File: src/rtl/multdiv_pkg.sv
// Shared types for the iterative multiply/divide unit.
// Optional feature macro: MULTDIV_FAST_MULT_EN (single-cycle MULT path).
package multdiv_pkg;

    typedef enum logic [1:0] {
        IDLE = 2'd0,
        RUN  = 2'd1,
        FIX  = 2'd2
    } md_state_t;

    typedef enum logic {
        OP_MULT = 1'b0,
        OP_DIV  = 1'b1
    } md_op_t;

endpackage : multdiv_pkg

File: src/rtl/md_step.sv
// One combinational iteration of the magnitude datapath.
// MULT: shift-add step, {acc, sreg} holds the running product with the
//       remaining multiplier bits in the low end of sreg.
// DIV:  restoring-subtract step, acc is the partial remainder and sreg
//       shifts dividend bits out while quotient bits shift in.
// Optional feature macro: MULTDIV_FAST_MULT_EN (handled in the top level).
module md_step
    import multdiv_pkg::*;
#(
    parameter int WIDTH = 32
) (
    input  md_op_t             op_i,
    input  logic [WIDTH-1:0]   acc_i,
    input  logic [WIDTH-1:0]   sreg_i,
    input  logic [WIDTH-1:0]   b_mag_i,
    output logic [WIDTH-1:0]   acc_o,
    output logic [WIDTH-1:0]   sreg_o
);

    logic [WIDTH:0]   sum;
    logic [WIDTH:0]   shifted;
    logic [WIDTH+1:0] diff;

    // Single shift-add or restoring-subtract step on unsigned magnitudes.
    always_comb begin
        // NOTE: every output and temporary gets a default first so no path
        // through the branches below can infer a latch.
        acc_o   = acc_i;
        sreg_o  = sreg_i;
        sum     = '0;
        shifted = '0;
        diff    = '0;
        if (op_i == OP_MULT) begin
            sum = {1'b0, acc_i} + (sreg_i[0] ? {1'b0, b_mag_i} : '0);
            {acc_o, sreg_o} = {sum, sreg_i[WIDTH-1:1]};
        end else begin
            shifted = {acc_i, sreg_i[WIDTH-1]};
            // One extra bit so the borrow out of the trial subtract is visible.
            diff = {1'b0, shifted} - {2'b00, b_mag_i};
            if (!diff[WIDTH+1]) begin
                acc_o  = diff[WIDTH-1:0];
                sreg_o = {sreg_i[WIDTH-2:0], 1'b1};
            end else begin
                acc_o  = shifted[WIDTH-1:0];
                sreg_o = {sreg_i[WIDTH-2:0], 1'b0};
            end
        end
    end

endmodule : md_step

File: src/rtl/mult_div_unit.sv
// Iterative signed multiply/divide unit with HI/LO result registers.
// A start request latches operands; WIDTH shift-add / restoring-subtract
// steps run on magnitudes, then a fixup cycle applies signs and commits
// HI/LO. busy covers the whole operation, done pulses once after commit.
// Optional feature macro: MULTDIV_FAST_MULT_EN -- MULT bypasses the
// iterative phase with a single-cycle signed product.
module mult_div_unit
    import multdiv_pkg::*;
#(
    parameter int WIDTH = 32
) (
    input  logic             clk,
    input  logic             reset,
    input  logic             start,
    input  logic             multdiv,
    input  logic [WIDTH-1:0] a,
    input  logic [WIDTH-1:0] b,
    output logic [WIDTH-1:0] hi,
    output logic [WIDTH-1:0] lo,
    output logic             busy,
    output logic             done
);

    localparam int CNT_W = $clog2(WIDTH);

    md_state_t        state_q, state_d;
    logic [CNT_W-1:0] cnt_q, cnt_d;
    md_op_t           op_q, op_d;
    logic             sign_a_q, sign_a_d;
    logic             neg_q, neg_d;
    logic             b_zero_q, b_zero_d;
    logic [WIDTH-1:0] a_q, a_d;
    logic [WIDTH-1:0] b_mag_q, b_mag_d;
    logic [WIDTH-1:0] acc_q, acc_d;
    logic [WIDTH-1:0] sreg_q, sreg_d;
    logic [WIDTH-1:0] hi_q, hi_d;
    logic [WIDTH-1:0] lo_q, lo_d;
    logic             busy_q, busy_d;
    logic             done_q, done_d;

    logic [WIDTH-1:0]   a_mag, b_mag;
    logic [WIDTH-1:0]   step_acc, step_sreg;
    logic [2*WIDTH-1:0] product;

    // Magnitudes; the most negative value maps onto itself, which is the
    // correct unsigned magnitude 2^(WIDTH-1).
    assign a_mag   = a[WIDTH-1] ? (~a + 1'b1) : a;
    assign b_mag   = b[WIDTH-1] ? (~b + 1'b1) : b;
    assign product = {acc_q, sreg_q};

    md_step #(.WIDTH(WIDTH)) u_step (
        .op_i    (op_q),
        .acc_i   (acc_q),
        .sreg_i  (sreg_q),
        .b_mag_i (b_mag_q),
        .acc_o   (step_acc),
        .sreg_o  (step_sreg)
    );

    // Next-state, datapath and HI/LO commit logic.
    always_comb begin
        state_d  = state_q;
        cnt_d    = cnt_q;
        op_d     = op_q;
        sign_a_d = sign_a_q;
        neg_d    = neg_q;
        b_zero_d = b_zero_q;
        a_d      = a_q;
        b_mag_d  = b_mag_q;
        acc_d    = acc_q;
        sreg_d   = sreg_q;
        hi_d     = hi_q;
        lo_d     = lo_q;
        done_d   = 1'b0;

        unique case (state_q)
            IDLE: begin
                if (start) begin
                    op_d     = md_op_t'(multdiv);
                    sign_a_d = a[WIDTH-1];
                    neg_d    = a[WIDTH-1] ^ b[WIDTH-1];
                    b_zero_d = (b == '0);
                    a_d      = a;
                    b_mag_d  = b_mag;
                    acc_d    = '0;
                    sreg_d   = a_mag;
                    cnt_d    = '0;
                    if (multdiv && (b == '0)) begin
                        state_d = FIX;
`ifdef MULTDIV_FAST_MULT_EN
                    end else if (!multdiv) begin
                        {acc_d, sreg_d} = $signed({{WIDTH{a[WIDTH-1]}}, a})
                                        * $signed({{WIDTH{b[WIDTH-1]}}, b});
                        state_d = FIX;
`endif
                    end else begin
                        state_d = RUN;
                    end
                end
            end
            RUN: begin
                acc_d  = step_acc;
                sreg_d = step_sreg;
                cnt_d  = cnt_q + 1'b1;
                if (cnt_q == CNT_W'(WIDTH - 1)) begin
                    state_d = FIX;
                end
            end
            FIX: begin
                if (op_q == OP_MULT) begin
`ifdef MULTDIV_FAST_MULT_EN
                    {hi_d, lo_d} = product;
`else
                    {hi_d, lo_d} = neg_q ? (~product + 1'b1) : product;
`endif
                end else if (b_zero_q) begin
                    hi_d = a_q;
                    lo_d = '1;
                end else begin
                    lo_d = neg_q    ? (~sreg_q + 1'b1) : sreg_q;
                    hi_d = sign_a_q ? (~acc_q + 1'b1)  : acc_q;
                end
                done_d  = 1'b1;
                state_d = IDLE;
            end
            default: state_d = IDLE;
        endcase

        busy_d = (state_d != IDLE);
    end

    // State and datapath registers with synchronous reset.
    always_ff @(posedge clk) begin
        // NOTE: sequential state uses non-blocking assignments so every
        // register samples the pre-edge values of its neighbours.
        if (reset) begin
            state_q  <= IDLE;
            cnt_q    <= '0;
            op_q     <= OP_MULT;
            sign_a_q <= 1'b0;
            neg_q    <= 1'b0;
            b_zero_q <= 1'b0;
            a_q      <= '0;
            b_mag_q  <= '0;
            acc_q    <= '0;
            sreg_q   <= '0;
            hi_q     <= '0;
            lo_q     <= '0;
            busy_q   <= 1'b0;
            done_q   <= 1'b0;
        end else begin
            state_q  <= state_d;
            cnt_q    <= cnt_d;
            op_q     <= op_d;
            sign_a_q <= sign_a_d;
            neg_q    <= neg_d;
            b_zero_q <= b_zero_d;
            a_q      <= a_d;
            b_mag_q  <= b_mag_d;
            acc_q    <= acc_d;
            sreg_q   <= sreg_d;
            hi_q     <= hi_d;
            lo_q     <= lo_d;
            busy_q   <= busy_d;
            done_q   <= done_d;
        end
    end

    assign hi   = hi_q;
    assign lo   = lo_q;
    assign busy = busy_q;
    assign done = done_q;

endmodule : mult_div_unit

File: config.mk
export PLATFORM = sky130hd
export DESIGN_NAME = mult_div_unit
export DESIGN_NICKNAME = d
export VERILOG_FILES = /design/src/rtl/multdiv_pkg.sv /design/src/rtl/md_step.sv /design/src/rtl/mult_div_unit.sv
export SDC_FILE = /design/constraint.sdc
export NUM_CORES = 1
export LEC_CHECK = 0
export CAP_MARGIN = 10
export CORE_MARGIN = 2
export CORE_UTILIZATION = 40
export CTS_CLUSTER_DIAMETER = 30
export DETAILED_ROUTE_END_ITERATION = 7
export GPL_ROUTABILITY_DRIVEN = 0
export HOLD_SLACK_MARGIN = 0.06
export MAX_ROUTING_LAYER = met4
export PLACE_DENSITY_LB_ADDON = 0.05
export SYNTH_ARGS = -nofsm -noshare
export SYNTH_HDL_FRONTEND = slang
export SYNTH_SLANG_ARGS = --single-unit
File: constraint.sdc
create_clock -name clk -period 4.7 [get_ports clk]
set_input_delay 1.175 -clock clk [delete_from_list [all_inputs] [get_ports clk]]
set_output_delay 1.175 -clock clk [all_outputs]
set_load 0.02 [all_outputs]
==> flow_summary.yaml, run 1 <==
setup_path:
  cp_data_required_time_ps: 5230
  path_cells: "inv_1, nor2_1, ha_1, o211ai_1, o21a_1, a211oi_1, o211ai_1, a31o_2, a2111oi_0, mux2_2, o21ai_0, a311o_1"
  critPathLaunchType: "flip-flop"
  reg2reg_depth: 12
  crit_slowest_cell: "inv_1"
  critical_path_buf_inv_count: 1
  arrival_ps: 4640
  crit_family: "compound AO/OA/AOI/OAI gates"
  cpMostUsedCell: "o211ai_1"
  slowest_delay_ps: 530
  ff2ff_setup_slack_ps: 590
  timing.rr.start: "sreg_q[0]$_SDFFE_PP0P_"
  crit_path_max_fanout: 18
  path_depth: 12
  reg2reg_to: "acc_q[24]$_SDFFE_PP0P_"
  endpoint_kind: "flip-flop"
  setup.worst_path.class: "flip-flop to flip-flop"
timing:
  period_share_pct: 87.52
  max_freq_mhz: 243.1
  tightest_slew_ps: 1208
  rsz0062_at_grt: "no"
  tns_ps: 0
  final_max_slew_viol_count: 0
  timing.final.hold_violations: 0
  min_period_ps: 4114
  skew_ps: 21.09
  max_slew_margin_pct: 19.20
  whs_ps: 451.5
  setup_violations: 0
  worst_slack_ps: 586.3
hold_path:
  min_path_cells: 1
  min_to: "hi[17]$_SDFFE_PP0P_"
  min_from: "hi[17]$_SDFFE_PP0P_"
  hp-class: "flip-flop to flip-flop"
clocking:
  ctsHoldBuffers: 0
  numCtsBuffers: 56
  postCtsSetupBuffers: 0
  numClockSinks: 204
  insertion_delay_ps: 590
  cts_tree: "done"
  htreeDepth: 2
  path_clk_slew_ps: 50
  root_buffer: "clkbuf_16"
  cts_resized: 0
  clk_path_buf_depth: 3
placed_design:
  port_buffers: 133
  dp_worst_setup_slack_ps: 182.3
  dp_hpwl_um: 41230
  dp.cells: 2589
  place_area_um2: 17140
die:
  fp.coreArea_um2: 37670
  io_pins: 134
  die_area_um2: 39750
  dieWidth_um: 199.4
  start_util_pct: 40.54
  die_height_um: 199.4
  rows: 71
power_and_ir_drop:
  leakage_nw: 7.439
  ir_drop_mv: 0.2834
  power_frac_seq_pct: 25.2
  comb_power_share_pct: 18.5
  swShare_pct: 28.25
  switchingPower_mw: 2.205
  powerDensity_nw_per_um2: 404.5
  p_int_mw: 5.600
  p_clk_share_pct: 56.3
drt:
  dr.pass1.iters: 6
  num_vias: 15580
  routed_wl_um: 55720
  drt_iter0_drc: 954
  vias_per_cell: 5.789
  routedWlPerCell_um: 20.70
  ant_nets: 0
  drc_errors: 0
cells_and_area:
  final_nets: 2276
  regArea_um2: 4089
  multi_input_area_um2: 10450
  areaGrowthSynthToFinish_pct: 26.38
  fin_cells: 2692
  finalInstanceArea_um2: 19300
  fill_cells: 3797
  drive_gt1_share_pct: 8.899
synthesis:
  avgSynthCellArea_um2: 7.526
  yosys_warnings: 0
  synth.distinct_cells: 79
  synth_ff_type: "dfxtp_1"
  synth_area_leaders: "dfxtp_1, xnor2_1, nor2_1"
  synth.largest_area_cell: "dfxtp_1"
  yosysMostFrequentCell: "nor2_1"
  synth_top_area_share_pct: 26.75
  synth_edf_count: 0
  synth-async-reset-ratio_pct: 0
  ys_seq_elements: 204
  synthesis.instances: 2029
  synth_nets: 2169
  synth_common_cells: "nor2_1, nand2_1, dfxtp_1"
  yosysSeqAreaShare_pct: 26.75
  synth_area_um2: 15270
global_routing:
  grt_max_degree: 91
  grt_use_total_pct: 28.75
  grt_pass1_wl_um: 85430
  antenna_found_initial: 2
  first_global_vias: 14850
  grt-ovfl-total: 0
run:
  maxCapViolCount: 0
status:
  outcome: "complete, no violations"
area by class of cell:
class                           instances  area share [%]
Sequential cell                       204           21.19
Timing Repair Buffer                  189           9.129
Multi-Input combinational cell       1630           54.13
Clock buffer                           67           7.897
Antenna cell                            1         0.01297
Clock inverter                         35           3.261
Tap cell                              511           3.313
Inverter                               55           1.070
cell usage in the layout, fill, tap and decap left out, types with 56 or more instances in the layout:
| cell type | synthesis | layout |
|---|---|---|
| nor2_1 | 238 | 236 |
| nand2_1 | 221 | 221 |
| dfxtp_1 | 204 | 202 |
| a21oi_1 | 168 | 168 |
| clkdlybuf4s50_1 | 0 | 132 |
| o21ai_0 | 112 | 112 |
| xnor2_1 | 106 | 106 |
| a211oi_1 | 95 | 95 |
| xor2_1 | 71 | 71 |
| ha_1 | 70 | 70 |
| mux2i_1 | 62 | 62 |
| clkbuf_16 | 0 | 57 |
| buf_4 | 0 | 56 |
layer usage:
metal | GRT usage [%] | share of wire [%] | vias to the layer above
met5 | - | 0 | -
met4 | 12.65 | 4.2 | 0
met3 | 4.793 | 6.6 | 117
met2 | 46.79 | 47 | 484
met1 | 35.07 | 42 | 7412
li1 | - | - | 7571
metrics by stage:
| stage | total power [mW] | utilization, % |
|---|---|---|
| after floorplan | 2.960 | - |
| after detailed placement | 3.423 | 45.51 |
| after global placement | 3.413 | 45.51 |
| after CTS | 7.859 | 51.23 |
| final | 7.806 | 51.23 |
| after global routing | 8.125 | 51.23 |
registers in the layout, indices dropped and copies added, names as in the netlist, 2 cells and up:
register and cells:
hi 32, cnt_q 5, a_q 31, sreg_q 32, lo 32, acc_q 32
state_q 2, b_mag_q 32
cell families (layout without fill, tap and decap cells):
family                     after synthesis  count (layout)  share of synthesized area, %
muxes                                   66              66                         4.359
DFF                                    204             204                         26.75
adders and majority gates               72              72                         5.998
buffers and inverters                  195             346                         4.982
xor gates and xnor gates               177             177                         10.15
and+or+nand+nor                        694             694                         21.04
AOI/OAI and AO/OA                      621             621                         26.72
other                                    0               1                             0
power by group through the flow:
| stage | combinational (mW) | sequential [mW] | clock (mW) |
|---|---|---|---|
| global placement | 1.42 | 1.99 | 0 |
| global route | 1.60 | 1.98 | 4.55 |
| detailed placement | 1.43 | 1.99 | 0 |
| finish | 1.45 | 1.97 | 4.39 |
| CTS | 1.44 | 1.96 | 4.46 |
| floorplan | 1.04 | 1.92 | 0 |
how the worst max path moves through the flow:
stage          slack (ps)                        to                   start
3_3_place_gp          190  b_mag_q[29]$_SDFFE_PP0P_                    b[0]
2_1_floorplan         840  b_mag_q[29]$_SDFFE_PP0P_                    b[0]
3_5_place_dp          180  b_mag_q[29]$_SDFFE_PP0P_                    b[0]
4_1_cts               650     acc_q[9]$_SDFFE_PP0P_   acc_q[0]$_SDFFE_PP0P_
5_1_grt               340     acc_q[9]$_SDFFE_PP0P_   acc_q[0]$_SDFFE_PP0P_
6_report              590    acc_q[24]$_SDFFE_PP0P_  sreg_q[0]$_SDFFE_PP0P_
worst register-to-register path: stages, from the launching register on:
cell       delay, ps
dfxtp_1          420
inv_1            530
nor2_1           110
ha_1             380
o211ai_1         110
o21a_1           240
a211oi_1         430
o211ai_1         270
a31o_2           310
a2111oi_0        430
mux2_2           380
o21ai_0          300
a311o_1          170
Note: power is estimated with default switching activity, not from simulation.
==> run 2: changes to the inputs <==
--- a/config.mk
+++ b/config.mk
@@ -6,7 +6,9 @@
 export NUM_CORES = 1
 export LEC_CHECK = 0
 export CAP_MARGIN = 10
-export CORE_MARGIN = 2
+export CELL_PAD_IN_SITES_DETAIL_PLACEMENT = 1
+export CELL_PAD_IN_SITES_GLOBAL_PLACEMENT = 1
+export CORE_MARGIN = 8
 export CORE_UTILIZATION = 40
 export CTS_CLUSTER_DIAMETER = 30
 export DETAILED_ROUTE_END_ITERATION = 7
==> flow_summary.yaml, run 2 (synthesis gave the netlist of run 1 again) <==
setup_path:
  crit_slowest_cell: "or4_1"
  timing.rr.start: "acc_q[0]$_SDFFE_PP0P_"
  slowest_delay_ps: 590
  reg2reg_depth: 10
  critPathLaunchType: "flip-flop"
  arrival_ps: 4550
  cp-startpoint: "acc_q[0]$_SDFFE_PP0P_"
  cp_data_required_time_ps: 5180
  ff2ff_setup_slack_ps: 640
  setup.worst_path.class: "flip-flop to flip-flop"
  endpoint_kind: "flip-flop"
  crit_path_max_fanout: 10
  path_cells: "inv_1, ha_1, or3b_1, or4_1, or2_2, or3_1, nor3_1, a21oi_1, a211o_1, a32o_1"
  reg2reg_to: "hi[28]$_SDFFE_PP0P_"
timing:
  tns_ps: 0
  timing.final.hold_violations: 0
  min_period_ps: 4062
  setup_violations: 0
  period_share_pct: 86.43
  max_freq_mhz: 246.2
  max_slew_margin_pct: 19.43
  whs_ps: 453.3
  final_max_slew_viol_count: 0
  rsz0062_at_grt: "no"
  tightest_slew_ps: 1205
  skew_ps: 36.21
global_routing:
  grt-ovfl-total: 0
  grt_max_degree: 92
  grt_pass1_wl_um: 97200
  grt_use_total_pct: 28.20
  antenna_found_initial: 2
  first_global_vias: 16760
clocking:
  root_buffer: "clkbuf_16"
  numClockSinks: 204
  cts_tree: "done"
  cts_resized: 0
  ctsHoldBuffers: 0
  path_clk_slew_ps: 50
  numCtsBuffers: 55
  postCtsSetupBuffers: 0
  insertion_delay_ps: 610
  htreeDepth: 2
  clk_path_buf_depth: 3
drt:
  vias_per_cell: 5.964
  num_vias: 16060
  routed_wl_um: 62820
  routedWlPerCell_um: 23.34
  drc_errors: 0
  drt_iter0_drc: 984
  ant_nets: 0
  dr.pass1.iters: 5
die:
  start_util_pct: 40.54
  rows: 71
  die_height_um: 211.4
  die_area_um2: 44680
  fp.coreArea_um2: 37670
  io_pins: 134
  dieWidth_um: 211.4
hold_path:
  min_from: "hi[19]$_SDFFE_PP0P_"
  min_to: "hi[19]$_SDFFE_PP0P_"
  min_path_cells: 2
  hp-class: "flip-flop to flip-flop"
placed_design:
  place_area_um2: 17170
  dp.cells: 2591
  port_buffers: 133
  dp_hpwl_um: 47280
power_and_ir_drop:
  swShare_pct: 32.11
  switchingPower_mw: 2.294
  p_clk_share_pct: 51.6
  p_int_mw: 4.849
  leakage_nw: 7.267
  p_total_mw: 7.143
  power_frac_seq_pct: 27.5
  ir_drop_mv: 0.2865
  powerDensity_nw_per_um2: 375.3
  comb_power_share_pct: 20.9
cells_and_area:
  final_cell_mix: "nor2_1, nand2_1, dfxtp_1"
  areaGrowthSynthToFinish_pct: 24.63
  final_nets: 2277
  fill_cells: 4621
  finalInstanceArea_um2: 19030
  fin_cells: 2692
  drive_gt1_share_pct: 8.716
  final_common_cell: "nor2_1"
status:
  outcome: "complete, no violations"
run:
  maxCapViolCount: 0
-- run 2: metrics by stage --
stage	setup WS, ps	util (%)
2_1_floorplan	841.5	-
3_3_place_gp	205.3	45.60
5_1_grt	434.4	50.52
3_5_place_dp	115.0	45.60
4_1_cts	694.5	50.52
6_report	637.6	50.52
-- run 2: worst max path at each step --
stage                               end  slack (ps)
5_1_grt          acc_q[24]$_SDFFE_PP0P_         430
3_5_place_dp   b_mag_q[29]$_SDFFE_PP0P_         120
6_report            hi[28]$_SDFFE_PP0P_         640
4_1_cts          acc_q[24]$_SDFFE_PP0P_         690
2_1_floorplan  b_mag_q[29]$_SDFFE_PP0P_         840
3_3_place_gp   b_mag_q[29]$_SDFFE_PP0P_         210
-- run 2: critical path, delay by kind of cell (launching register included) --
family | cells | cell delay [ps]
AO/OA/AOI/OAI | 3 | 650
buffers and inverters | 1 | 240
AND/OR/NAND/NOR | 5 | 2190
flip-flops | 1 | 560
adder cells (fa/ha/maj) | 1 | 310
-- run 2: per-layer routing --
layer  track usage [%]  vias to the layer above  wire length (um)
met5                 -                        -                 0
met3             4.067                      168              2944
met2             48.49                      446             31040
met1             31.72                     7885             25700
li1                  -                     7557                 -
met4             14.33                        0              3138
-- run 2: layout make-up --
type | instances | area [um^2] | area share [%]
clock inverter | 28 | 324.1 | 1.703
inverter | 55 | 206.4 | 1.085
multi-input combinational | 1630 | 10450 | 54.91
sequential | 204 | 4089 | 21.49
timing repair buffer | 191 | 1789 | 9.402
tap | 511 | 639.4 | 3.360
antenna | 1 | 2.502 | 0.01315
clock buffer | 72 | 1530 | 8.041
-- run 2: power groups by stage --
stage	Sequential [mW]	Clock (mW)	Combinational, mW
floorplan	1.92	0	1.04
detailed placement	1.99	0	1.47
global placement	1.99	0	1.44
finish	1.96	3.69	1.49
CTS	1.96	3.74	1.48
global route	1.97	3.84	1.63
==> run 3: changes to the inputs <==
--- a/config.mk
+++ b/config.mk
@@ -9,13 +9,15 @@
 export CELL_PAD_IN_SITES_DETAIL_PLACEMENT = 1
 export CELL_PAD_IN_SITES_GLOBAL_PLACEMENT = 1
 export CORE_MARGIN = 8
-export CORE_UTILIZATION = 40
+export CORE_UTILIZATION = 30
 export CTS_CLUSTER_DIAMETER = 30
 export DETAILED_ROUTE_END_ITERATION = 7
+export DONT_BUFFER_PORTS = 1
 export GPL_ROUTABILITY_DRIVEN = 0
 export HOLD_SLACK_MARGIN = 0.06
 export MAX_ROUTING_LAYER = met4
 export PLACE_DENSITY_LB_ADDON = 0.05
+export SLEW_MARGIN = 10
 export SYNTH_ARGS = -nofsm -noshare
 export SYNTH_HDL_FRONTEND = slang
 export SYNTH_SLANG_ARGS = --single-unit
==> flow_summary.yaml, run 3 (synthesis gave the netlist of run 1 again) <==
setup_path:
  cp_data_required_time_ps: 5150
  cpMostUsedCell: "buf_4"
  slowest_delay_ps: 580
  crit_slowest_cell: "a2111oi_0"
  path_cells: "inv_1, buf_4, nor2_1, ha_1, nand3_1, a211oi_1, o211ai_1, a31o_2, a2111oi_0, buf_4, mux2i_1, o311ai_0, a211o_1"
  arrival_ps: 4580
  endpoint_kind: "flip-flop"
  ff2ff_setup_slack_ps: 580
  critPathLaunchType: "flip-flop"
  crit_path_max_fanout: 26
  setup.worst_path.class: "flip-flop to flip-flop"
timing:
  tightest_slew_ps: 1138
  period_share_pct: 87.68
  rsz0062_at_grt: "no"
  setup_violations: 0
  worst_slack_ps: 579.2
  tns_ps: 0
  final_max_slew_viol_count: 0
  min_period_ps: 4121
  max_slew_margin_pct: 24.07
  timing.final.hold_violations: 0
  max_freq_mhz: 242.7
  skew_ps: 21.85
status:
  outcome: "complete, no violations"
drt:
  routedWlPerCell_um: 23.90
  num_vias: 15260
  ant_nets: 0
  drc_errors: 0
  routed_wl_um: 65580
  drt_iter0_drc: 849
  dr.pass1.iters: 5
  vias_per_cell: 5.560
power_and_ir_drop:
  power_frac_seq_pct: 23.7
  comb_power_share_pct: 16.7
  powerDensity_nw_per_um2: 446.7
  swShare_pct: 28.74
  switchingPower_mw: 2.380
  ir_drop_mv: 0.2516
  leakage_nw: 7.122
  p_int_mw: 5.899
  p_clk_share_pct: 59.5
clocking:
  cts_tree: "done"
  path_clk_slew_ps: 40
  htreeDepth: 3
  root_buffer: "clkbuf_16"
  cts_resized: 0
  insertion_delay_ps: 590
  ctsHoldBuffers: 0
  numCtsBuffers: 73
  clk_path_buf_depth: 3
  numClockSinks: 204
  postCtsSetupBuffers: 0
placed_design:
  dp_hpwl_um: 49210
  port_buffers: 0
  dp_worst_setup_slack_ps: 598.1
die:
  rows: 82
  io_pins: 134
  fp.coreArea_um2: 50170
  die_area_um2: 58370
  start_util_pct: 30.44
  dieWidth_um: 241.6
  die_height_um: 241.6
cells_and_area:
  final_cell_mix: "nor2_1, nand2_1, dfxtp_1"
  fin_util_pct: 36.93
  drive_gt1_share_pct: 10.05
  final_nets: 2151
  final_common_cell: "nor2_1"
  areaGrowthSynthToFinish_pct: 21.35
  fill_cells: 5970
global_routing:
  antenna_found_initial: 3
  first_global_vias: 15860
  grt_use_total_pct: 22.31
  grt_pass1_wl_um: 99740
  grt-ovfl-total: 0
  grt_max_degree: 159
run:
  maxCapViolCount: 0
hold_path:
  hp-class: "flip-flop to flip-flop"
## run 3: final timing paths
kind	start	endpoint	cells past startpoint
hold / removal	b_mag_q[28]$_SDFFE_PP0P_	b_mag_q[28]$_SDFFE_PP0P_	2
hold reg to reg	b_mag_q[28]$_SDFFE_PP0P_	b_mag_q[28]$_SDFFE_PP0P_	2
setup / recovery	sreg_q[0]$_SDFFE_PP0P_	acc_q[26]$_SDFFE_PP0P_	13
setup reg to reg	sreg_q[0]$_SDFFE_PP0P_	acc_q[26]$_SDFFE_PP0P_	13
## run 3: routing by layer
| layer | routed length (um) | global-route usage, % | vias up |
|---|---|---|---|
| li1 | - | - | 7319 |
| met4 | 2366 | 8.387 | 0 |
| met3 | 3200 | 4.894 | 112 |
| met2 | 31730 | 36.82 | 326 |
| met5 | 0 | - | - |
| met1 | 28280 | 26.41 | 7500 |
## run 3: power by group through the flow
stage	clock (mW)	sequential (mW)	combinational [mW]
finish	4.93	1.96	1.39
global route	5.13	1.98	1.53
CTS	5.01	1.96	1.40
detailed placement	0	1.99	1.39
global placement	0	1.99	1.38
floorplan	0	1.92	1.04
## run 3: layout make-up
type / instances / area [um^2] / area share, %
Clock inverter: 25 / 336.6 / 1.816
Multi-Input combinational cell: 1630 / 10460 / 56.43
Antenna cell: 2 / 5.005 / 0.02701
Tap cell: 672 / 840.8 / 4.537
Sequential cell: 204 / 4089 / 22.07
Timing Repair Buffer: 47 / 377.9 / 2.039
Clock buffer: 109 / 2217 / 11.96
Inverter: 55 / 206.4 / 1.114
## run 3: worst max-delay path, delay by kind of cell, from the launching register on
kind	cells	cell delay, ps
adders and majority gates	1	390
DFF	1	430
and+or+nand+nor	2	260
muxes	1	160
buffers and inverters	3	850
AOI/OAI and AO/OA	6	1890
## run 3: through the flow
stage	instances	hold slack [ps]	power (mW)	instance area (um^2)
after floorplan	2029	431.2	2.960	15270
after detailed placement	2608	446.8	3.383	15970
after CTS	2742	458.4	8.377	18530
final	2744	455.0	8.278	18530
after global placement	2608	443.3	3.368	15970
after global routing	2742	475.3	8.634	18530
